**src/rtl/bcd_xs3_pkg.sv**
```systemverilog
`default_nettype none
// ============================================================================
//  Module   : bcd_xs3_pkg
//  Purpose  : Shared constants and the BCD to excess-3 encode helper for the
//             serial XS3 transmitter.
//  Config   : BCD_XS3_PARITY_EN - when defined, frames carry a fifth bit
//             (even parity over the four XS3 bits), so FRAME_LEN becomes 5.
//  Revision : 1.0 - initial release
// ============================================================================
package bcd_xs3_pkg;

    localparam logic [3:0] XS3_OFFSET = 4'd3;
    localparam logic [3:0] BCD_MAX    = 4'd9;
    // 0000 is not a legal XS3 code; the decoder holds its output on it.
    localparam logic [3:0] XS3_IDLE   = 4'b0000;

`ifdef BCD_XS3_PARITY_EN
    localparam int FRAME_LEN = 5;
`else
    localparam int FRAME_LEN = 4;
`endif

    // Only called for digits 0..9, so the sum never exceeds 4'd12.
    function automatic logic [3:0] xs3_encode(input logic [3:0] bcd);
        return bcd + XS3_OFFSET;
    endfunction

endpackage
`default_nettype wire

```
**src/rtl/bcd_digit_fifo.sv**
```systemverilog
`default_nettype none
// ============================================================================
//  Module   : bcd_digit_fifo
//  Purpose  : Synchronous FIFO of 4-bit codes. Push is ignored when full and
//             pop is ignored when empty. The head entry is presented
//             combinationally on o_pop_data.
//  Ports    : clk, rst (async, active-high)
//             i_push, i_push_data[3:0]  - write side
//             i_pop,  o_pop_data[3:0]   - read side (head of queue)
//             o_full, o_empty, o_level[LVL_W-1:0] - occupancy status
//  Revision : 1.0 - initial release
// ============================================================================
module bcd_digit_fifo #(
    parameter  int FIFO_DEPTH = 4,
    localparam int AW         = $clog2(FIFO_DEPTH),
    localparam int LVL_W      = AW + 1
) (
    input  logic             clk,
    input  logic             rst,
    input  logic             i_push,
    input  logic [3:0]       i_push_data,
    input  logic             i_pop,
    output logic [3:0]       o_pop_data,
    output logic             o_full,
    output logic             o_empty,
    output logic [LVL_W-1:0] o_level
);

    logic [3:0]       r_mem [FIFO_DEPTH];
    logic [AW-1:0]    r_wr_ptr;
    logic [AW-1:0]    r_rd_ptr;
    logic [LVL_W-1:0] r_level;

    logic w_push;
    logic w_pop;

    assign o_full     = (r_level == LVL_W'(FIFO_DEPTH));
    assign o_empty    = (r_level == '0);
    assign o_level    = r_level;
    assign o_pop_data = r_mem[r_rd_ptr];

    assign w_push = i_push & ~o_full;
    assign w_pop  = i_pop  & ~o_empty;

    // Pointers wrap naturally because the depth is a power of two.
    always_ff @(posedge clk or posedge rst) begin
        if (rst) begin
            r_wr_ptr <= '0;
            r_rd_ptr <= '0;
            r_level  <= '0;
        end else begin
            if (w_push) r_wr_ptr <= r_wr_ptr + AW'(1);
            if (w_pop)  r_rd_ptr <= r_rd_ptr + AW'(1);
            case ({w_push, w_pop})
                2'b10:   r_level <= r_level + LVL_W'(1);
                2'b01:   r_level <= r_level - LVL_W'(1);
                default: r_level <= r_level;
            endcase
        end
    end

    // Storage needs no reset: an entry is only read after it was written.
    always_ff @(posedge clk) begin
        if (w_push) r_mem[r_wr_ptr] <= i_push_data;
    end

endmodule
`default_nettype wire

```
**src/rtl/bcd_xs3_serializer.sv**
```systemverilog
`default_nettype none
// ============================================================================
//  Module   : bcd_xs3_serializer
//  Purpose  : Accepts BCD digits over valid/ready, buffers them, and sends
//             each as an excess-3 frame on y, LSB first, one bit per clock,
//             with no gaps between frames. An idle frame (all zeros) is sent
//             whenever no digit is waiting.
//  Config   : BCD_XS3_PARITY_EN - adds an even-parity bit as bit 4 of every
//             frame (frame length 5 instead of 4).
//  Ports    : clk, rst (async, active-high)
//             bcd_in[3:0], bcd_valid, bcd_ready - digit input handshake
//             y            - registered serial bit
//             frame_start  - high while y carries bit 0 of a frame
//             level        - FIFO occupancy
//             err_invalid  - sticky: a digit above 9 was offered
//             err_clr      - clears err_invalid (a same-cycle set wins)
//  Revision : 1.0 - initial release
// ============================================================================
module bcd_xs3_serializer #(
    parameter  int FIFO_DEPTH = 4,
    localparam int LVL_W      = $clog2(FIFO_DEPTH) + 1
) (
    input  logic             clk,
    input  logic             rst,
    input  logic [3:0]       bcd_in,
    input  logic             bcd_valid,
    output logic             bcd_ready,
    output logic             y,
    output logic             frame_start,
    output logic [LVL_W-1:0] level,
    output logic             err_invalid,
    input  logic             err_clr
);
    import bcd_xs3_pkg::*;

    localparam int                CNT_W      = $clog2(FRAME_LEN);
    localparam logic [CNT_W-1:0]  c_cnt_last = CNT_W'(FRAME_LEN - 1);

    logic [CNT_W-1:0]     r_bit_cnt;
    logic [FRAME_LEN-1:0] r_sr;
    logic                 r_y;
    logic                 r_frame_start;
    logic                 r_err;

    logic                 w_full;
    logic                 w_empty;
    logic                 w_accept;
    logic                 w_digit_ok;
    logic                 w_push;
    logic                 w_bad;
    logic                 w_wrap;
    logic                 w_pop;
    logic [3:0]           w_head;
    logic [FRAME_LEN-1:0] w_sr_next;

    // Ready depends only on the pre-edge level, so a push at full is refused
    // even when a pop happens on the same edge.
    assign bcd_ready  = ~w_full;
    assign w_accept   = bcd_valid & bcd_ready;
    assign w_digit_ok = (bcd_in <= BCD_MAX);
    // Out-of-range digits complete the handshake but are dropped.
    assign w_push     = w_accept & w_digit_ok;
    assign w_bad      = w_accept & ~w_digit_ok;

    assign w_wrap     = (r_bit_cnt == c_cnt_last);
    assign w_pop      = w_wrap & ~w_empty;

    bcd_digit_fifo #(
        .FIFO_DEPTH (FIFO_DEPTH)
    ) u_fifo (
        .clk         (clk),
        .rst         (rst),
        .i_push      (w_push),
        .i_push_data (xs3_encode(bcd_in)),
        .i_pop       (w_pop),
        .o_pop_data  (w_head),
        .o_full      (w_full),
        .o_empty     (w_empty),
        .o_level     (level)
    );

    // Next shift-register contents: shift right, or load a new frame on the
    // wrap edge. The FIFO emptiness seen here is pre-edge, so a digit written
    // on the wrap edge waits for the following frame.
    always_comb begin
        w_sr_next = {1'b0, r_sr[FRAME_LEN-1:1]};
        if (w_wrap) begin
`ifdef BCD_XS3_PARITY_EN
            w_sr_next = w_empty ? {1'b0, XS3_IDLE} : {^w_head, w_head};
`else
            w_sr_next = w_empty ? XS3_IDLE : w_head;
`endif
        end
    end

    // y lags the shift register LSB by one clock; frame_start is aligned to
    // y, so it is asserted on the edge leaving bit_cnt == 0.
    always_ff @(posedge clk or posedge rst) begin
        if (rst) begin
            r_bit_cnt     <= '0;
            r_sr          <= '0;
            r_y           <= 1'b0;
            r_frame_start <= 1'b0;
            r_err         <= 1'b0;
        end else begin
            r_bit_cnt     <= w_wrap ? '0 : r_bit_cnt + CNT_W'(1);
            r_sr          <= w_sr_next;
            r_y           <= r_sr[0];
            r_frame_start <= (r_bit_cnt == '0);
            if (w_bad)        r_err <= 1'b1;
            else if (err_clr) r_err <= 1'b0;
        end
    end

    assign y           = r_y;
    assign frame_start = r_frame_start;
    assign err_invalid = r_err;

endmodule
`default_nettype wire
```
**config.mk**
```make
export PLATFORM = sky130hd
export DESIGN_NAME = bcd_xs3_serializer
export DESIGN_NICKNAME = d
export VERILOG_FILES = /design/src/rtl/bcd_xs3_pkg.sv /design/src/rtl/bcd_digit_fifo.sv /design/src/rtl/bcd_xs3_serializer.sv
export SDC_FILE = /design/constraint.sdc
export NUM_CORES = 1
export LEC_CHECK = 0
export ABC_AREA = 1
export CAP_MARGIN = 15
export CORE_MARGIN = 3
export CORE_UTILIZATION = 55
export DETAILED_ROUTE_END_ITERATION = 6
export PLACE_DENSITY_LB_ADDON = 0.05
export SLEW_MARGIN = 30
export SYNTH_ARGS = -nofsm -noshare
export SYNTH_HDL_FRONTEND = slang
export SYNTH_HIERARCHICAL = 1
export SYNTH_SLANG_ARGS = --single-unit
```
**constraint.sdc**
```tcl
create_clock -name clk -period 3.1 [get_ports clk]
set_input_delay 0.31 -clock clk [delete_from_list [all_inputs] [get_ports clk]]
set_output_delay 0.31 -clock clk [all_outputs]
set_load 0.02 [all_outputs]
```
==> results of run 1 <==
## routing by layer
| metal | wire, um | share of wire |
|---|---|---|
| met1 | 1060 | 0.47 |
| met2 | 1080 | 0.48 |
| met3 | 105 | 0.046 |
| met4 | 16 | 0.0071 |
| met5 | 0 | 0 |
## stage by stage
step | worst slack (ns) | cells | hold slack [ns] | power, W | cell area, um2
floorplan | 0.774 | 158 | 0.113 | 0.000957 | 1540
global placement | 0.480 | 201 | 0.336 | 0.00107 | 1710
detailed placement | 0.384 | 201 | 0.347 | 0.00110 | 1710
CTS | 0.707 | 209 | 0.253 | 0.00133 | 1770
global route | 0.497 | 209 | 0.261 | 0.00143 | 1770
finish | 0.699 | 209 | 0.245 | 0.00132 | 1770
## cell type report
class	count	share of cell area
inverters	43	0.0911
clock buffers	5	0.0212
multi-input cells	82	0.277
repair buffers	14	0.0791
clock inverters	3	0.0134
well taps	30	0.0212
flip-flops and latches	32	0.497
## kinds of logic after synthesis
logic type / count (synthesis) / synth area share
DFF: 32 / 0.570
and+or+nand+nor: 56 / 0.158
adders and majority gates: 10 / 0.0859
AOI/OAI and AO/OA: 14 / 0.0624
buffers and inverters: 44 / 0.112
xor gates and xnor gates: 2 / 0.0113
## power by group through the flow
stage | clock network (W) | logic (W) | registers (W)
floorplan | 0 | 0.000311 | 0.000646
global placement | 0 | 0.000457 | 0.000618
detailed placement | 0 | 0.000474 | 0.000625
CTS | 0.000239 | 0.000476 | 0.000615
global route | 0.000263 | 0.000538 | 0.000628
finish | 0.000232 | 0.000473 | 0.000614
## registers in the layout, summed over array words and instances, names as in the netlist
register / count
u_fifo/r_mem: 16
r_sr: 4
u_fifo/o_level: 3
r_bit_cnt: 2
u_fifo/r_rd_ptr: 2
u_fifo/r_wr_ptr: 2
err_invalid: 1
frame_start: 1
y: 1
## final timing paths
check / startpoint / slack [ns] / endpoint
worst max-delay path: u_fifo/o_level[0]$_DFFE_PP0P_ / 0.70 / u_fifo/o_level[1]$_DFFE_PP0P_
worst min-delay path: rst / 0.25 / u_fifo/o_level[0]$_DFFE_PP0P_
worst max register to register: u_fifo/o_level[0]$_DFFE_PP0P_ / 0.70 / u_fifo/o_level[1]$_DFFE_PP0P_
worst min register to register: r_sr[0]$_DFF_PP0_ / 0.37 / y$_DFF_PP0_
max in group asynchronous: rst / 2.60 / r_bit_cnt[0]$_DFF_PP0_
min in group clk: r_sr[0]$_DFF_PP0_ / 0.37 / y$_DFF_PP0_
## cell usage after synthesis (all sizes together)
cell type	number	area share
o21ai	5	0.019
nand3	8	0.032
nand4	1	0.0041
nor2	7	0.017
a21boi	1	0.0049
fa	1	0.013
o211ai	8	0.039
nand2	39	0.10
edfxtp	16	0.31
xnor2	2	0.011
dfrtp	16	0.26
nand3b	1	0.0049
ha	9	0.073
inv	43	0.10
buf	1	0.0073
## worst register-to-register path, stage by stage (launching register included)
cell and delay [ns]:
dfrtp_1 0.39, inv_1 0.11, nand3_2 0.14, inv_1 0.07
nor2_1 0.13, a21boi_0 0.47, nand2_4 0.14, ha_1 0.23
inv_1 0.09, fa_1 0.40, o21ai_0 0.15
==> impl_metrics.py, run 1 <==
metrics = {
    "pwr": {
        "swShare": 0.376,
        "intPower_w": 0.000824,
        "p_switching_w": 0.000496,
        "p_per_area_nw_per_um2": 745,
        "p_clk_frac": 0.176,
        "leakagePower_nw": 0.868,
        "combPwrFrac": 0.358,
        "seqPwrFrac": 0.466,
        "ir_drop_mv": 0.527,
    },
    "detailed_routing": {
        "detail_route.wl_per_cell_um": 10.8,
        "via_per_inst": 4.81,
        "vias": 1006,
        "first_pass_iters": 4,
        "route.detailed.drc": 0,
        "first_iter_violations": 20,
        "ant_nets": 0,
        "finalWirelength_um": 2260,
    },
    "layout": {
        "multi_input_area_um2": 490,
        "drive_gt1_frac": 0.0782,
        "num-fill-cells": 198,
        "antenna_cells": 0,
        "final_common_cell": "inv_1",
        "final_cell_mix": "inv_1, nand2_1, dfrtp_1, edfxtp_1, clkdlybuf4s50_1",
        "final-seq-area_um2": 881,
        "fin_util": 0.690,
        "area_growth_pct": 14.7,
        "num-nets-final": 196,
    },
    "synthesis": {
        "yosysWarnings": 6,
        "seq_area_frac_synth": 0.571,
        "synthCells": 158,
        "syn_nets": 176,
        "synth_seq_cells": 32,
        "synth.distinct_cells": 19,
        "syn_area_um2": 1540,
        "syn_area_per_cell_um2": 9.77,
    },
    "sta": {
        "rsz0062_at_grt": "false",
        "tns_ns": 0,
        "setup_viol": 0,
        "skew_ns": 0.00373,
        "finalCritPeriodShare": 0.774,
        "max_freq_mhz": 417,
        "max-slew-margin-rel": 0.642,
        "finalHoldViolCount": 0,
        "worst_slew_pin_slew_ns": 0.532,
        "min_period_ns": 2.40,
        "slew_viol_final": 0,
    },
    "setup_path": {
        "cp.required_ns": 3.35,
        "crit_arrival_ns": 2.65,
        "r2r_cells": 10,
        "cp_max_fo": 7,
        "worstSetupStartpointType": "flop",
        "path_buf_inv": 3,
        "cp_slowest_cell": "a21boi_0",
        "worst-path-stages": 10,
        "critPathCaptureType": "flop",
        "crit_chain": "inv_1 > nand3_2 > inv_1 > nor2_1 > a21boi_0 > nand2_4 > ha_1 > inv_1 > fa_1 > o21ai_0",
        "slowest_delay_ns": 0.47,
        "crit_type": "flop to flop",
        "cp_common_cell": "inv_1",
        "crit_family": "adder cells",
    },
    "global_route": {
        "met1_usage": 0.184,
        "met3_usage": 0.0458,
        "grt_antenna_before_repair": 0,
        "grt_overflow": 0,
        "met2_usage": 0.274,
        "grt.busiest_layer": "met2",
        "grt_max_degree": 18,
        "grt_pass1_vias": 1011,
        "track_usage": 0.159,
        "grt_first_pass_wirelength_um": 4100,
    },
    "clock_tree": {
        "clockBufferDepth": 2,
        "post_cts_buffers": 0,
        "cts_buffers": 5,
        "ctsResizeCount": 0,
        "cts_hold_buffers": 0,
        "clk_pin_slew_worst_paths_ns": 0.10,
        "root_buffer": "clkbuf_4",
        "htreeDepth": 2,
        "cts_tree": "built",
        "clk_latency_ns": 0.32,
        "cts.sinks": 32,
    },
    "worst_hold_path": {
        "hold_path_class": "input port to async pin",
    },
    "place": {
        "place_hpwl_um": 1830,
        "port_buffers": 14,
        "gp_congestion": 0.795,
    },
    "floorplanning": {
        "die_x_um": 59.0,
        "num_rows": 18,
        "pin_count": 15,
        "initial_utilization": 0.601,
        "die_y_um": 59.0,
        "core_region_area_um2": 2570,
        "dieArea_um2": 3480,
    },
    "job": {
        "drv_cap": 0,
    },
    "status": {
        "status": "complete, no violations",
    },
}
Power figures use the tool's default switching activity.
==> run 2, diff against run 1 <==
clock period = 2.51 ns   (was 3.1 ns; I/O delays follow)
==> run 2 against run 1 <==
Against the previous run:
- power increased by 31%
- clock skew decreased by 0.0011 ns
- worst hold slack worse by 0.065 ns
==> impl_metrics.py, run 2 (synthesized netlist as in run 1, its figures left out) <==
metrics = {
    "layout": {
        "area_growth_pct": 16.9,
        "num-nets-final": 198,
        "antenna_cells": 0,
        "regMostFlops": "u_fifo/r_mem",
        "largest_reg_flops": 16,
        "final-seq-area_um2": 881,
        "drive_gt1_frac": 0.0884,
        "num-fill-cells": 216,
        "final_common_cell": "inv_1",
        "final_cell_mix": "inv_1, nand2_1, dfrtp_1, edfxtp_1, clkdlybuf4s50_1",
        "multi_input_area_um2": 490,
    },
    "global_route": {
        "grt_pass1_vias": 909,
        "track_usage": 0.151,
        "grt_antenna_before_repair": 0,
        "grt_first_pass_wirelength_um": 3820,
        "grt_overflow": 0,
        "grt_max_degree": 18,
    },
    "setup_path": {
        "r2r_start": "u_fifo/o_level[1]$_DFFE_PP0P_",
        "r2r_cells": 10,
        "r2r-end": "u_fifo/o_level[1]$_DFFE_PP0P_",
        "startpoint": "u_fifo/o_level[1]$_DFFE_PP0P_",
        "critPathCaptureType": "flop",
        "worstSetupStartpointType": "flop",
        "critPathCapture": "u_fifo/o_level[1]$_DFFE_PP0P_",
        "cp_max_fo": 4,
        "crit_arrival_ns": 2.46,
        "crit_type": "flop to flop",
        "reg2reg_setup_slack_ns": 0.29,
        "cp.required_ns": 2.75,
    },
    "pwr": {
        "leakagePower_nw": 0.892,
        "ir_drop_mv": 0.962,
        "power_w": 0.00172,
        "p_per_area_nw_per_um2": 955,
    },
    "floorplanning": {
        "initial_utilization": 0.601,
        "pin_count": 15,
        "die_x_um": 59.0,
        "die_y_um": 59.0,
        "core_region_area_um2": 2570,
        "dieArea_um2": 3480,
        "num_rows": 18,
    },
    "sta": {
        "min_period_ns": 2.22,
        "max-slew-margin-rel": 0.722,
        "slew_viol_final": 0,
        "finalHoldViolCount": 0,
        "skew_ns": 0.00258,
        "setup_viol": 0,
        "max_freq_mhz": 451,
        "worst_slew_pin_slew_ns": 0.415,
        "finalCritPeriodShare": 0.883,
        "rsz0062_at_grt": "false",
        "holdWs_ns": 0.180,
    },
    "place": {
        "port_buffers": 14,
        "place_hpwl_um": 1800,
        "gp_congestion": 0.777,
    },
    "clock_tree": {
        "root_buffer": "clkbuf_4",
        "cts_hold_buffers": 0,
        "htreeDepth": 2,
        "post_cts_buffers": 0,
        "cts_tree": "built",
        "clk_latency_ns": 0.31,
        "cts_buffers": 5,
        "clockBufferDepth": 2,
        "cts.sinks": 32,
        "clk_pin_slew_worst_paths_ns": 0.09,
    },
    "detailed_routing": {
        "first_iter_violations": 36,
        "detail_route.wl_per_cell_um": 10.5,
        "ant_nets": 0,
        "first_pass_iters": 4,
        "finalWirelength_um": 2220,
        "via_per_inst": 4.70,
        "vias": 992,
        "route.detailed.drc": 0,
    },
    "worst_hold_path": {
        "hold_path_class": "input port to async pin",
    },
    "job": {
        "drv_cap": 0,
    },
    "status": {
        "status": "complete, no violations",
    },
}
[run 2: worst min path at each step]
stage                            startpoint                              to  slack, ns  cells past startpoint
after global placement    r_sr[0]$_DFF_PP0_                     y$_DFF_PP0_       0.34                      0
final                                   rst  u_fifo/r_wr_ptr[0]$_DFFE_PP0P_       0.18                      2
after CTS                               rst   u_fifo/o_level[2]$_DFFE_PP0P_       0.18                      2
after floorplan                         rst   u_fifo/o_level[0]$_DFFE_PP0P_       0.05                      1
after detailed placement  r_sr[0]$_DFF_PP0_                     y$_DFF_PP0_       0.34                      0
after global routing                    rst   u_fifo/o_level[0]$_DFFE_PP0P_       0.20                      2
[run 2: power breakdown]
part           switching, W  internal, W  total [W]
logic              0.000358     0.000237   0.000595
clock network      0.000162     0.000208   0.000370
registers         0.0000778     0.000680   0.000758
[run 2: layout make-up]
type                    instances  share of cell area
clock buffers                   5              0.0208
repair buffers                 16              0.0859
clock inverters                 3              0.0236
inverters                      43              0.0894
multi-input cells              82               0.272
well taps                      30              0.0208
flip-flops and latches         32               0.488
[run 2: layer usage]
| metal | track usage | share of wire |
|---|---|---|
| met2 | 0.237 | 0.47 |
| met1 | 0.190 | 0.46 |
| met3 | 0.0588 | 0.056 |
| met5 | 0 | 0 |
| met4 | 0.0583 | 0.0099 |
[run 2: timing repair]
| action | in CTS | in global routing |
|---|---|---|
| resized for setup | 0 | 1 |
| hold endpoints to repair | 0 | 0 |
| setup endpoints to repair | 0 | 2 |
[run 2: through the flow]
| step | setup WS (ns) | setup TNS (ns) | instances | cell area (um2) | util |
|---|---|---|---|---|---|
| after global routing | 0.0258 | 0 | 211 | 1810 | 0.703 |
| after CTS | 0.150 | 0 | 211 | 1810 | 0.703 |
| after floorplan | 0.184 | 0 | 158 | 1540 | - |
| after detailed placement | -0.0543 | -0.0881 | 203 | 1730 | 0.672 |
| final | 0.295 | 0 | 211 | 1810 | 0.703 |
| after global placement | 0.0502 | 0 | 203 | 1730 | 0.672 |
[run 2: worst max-delay path, stage by stage (launching register included)]
cell and delay, ns:
dfrtp_1 0.38, inv_1 0.10, nand3_2 0.14, inv_1 0.07
nor2_1 0.13, a21boi_1 0.37, nand2_4 0.08, ha_1 0.21
inv_1 0.09, fa_1 0.41, o21ai_0 0.15
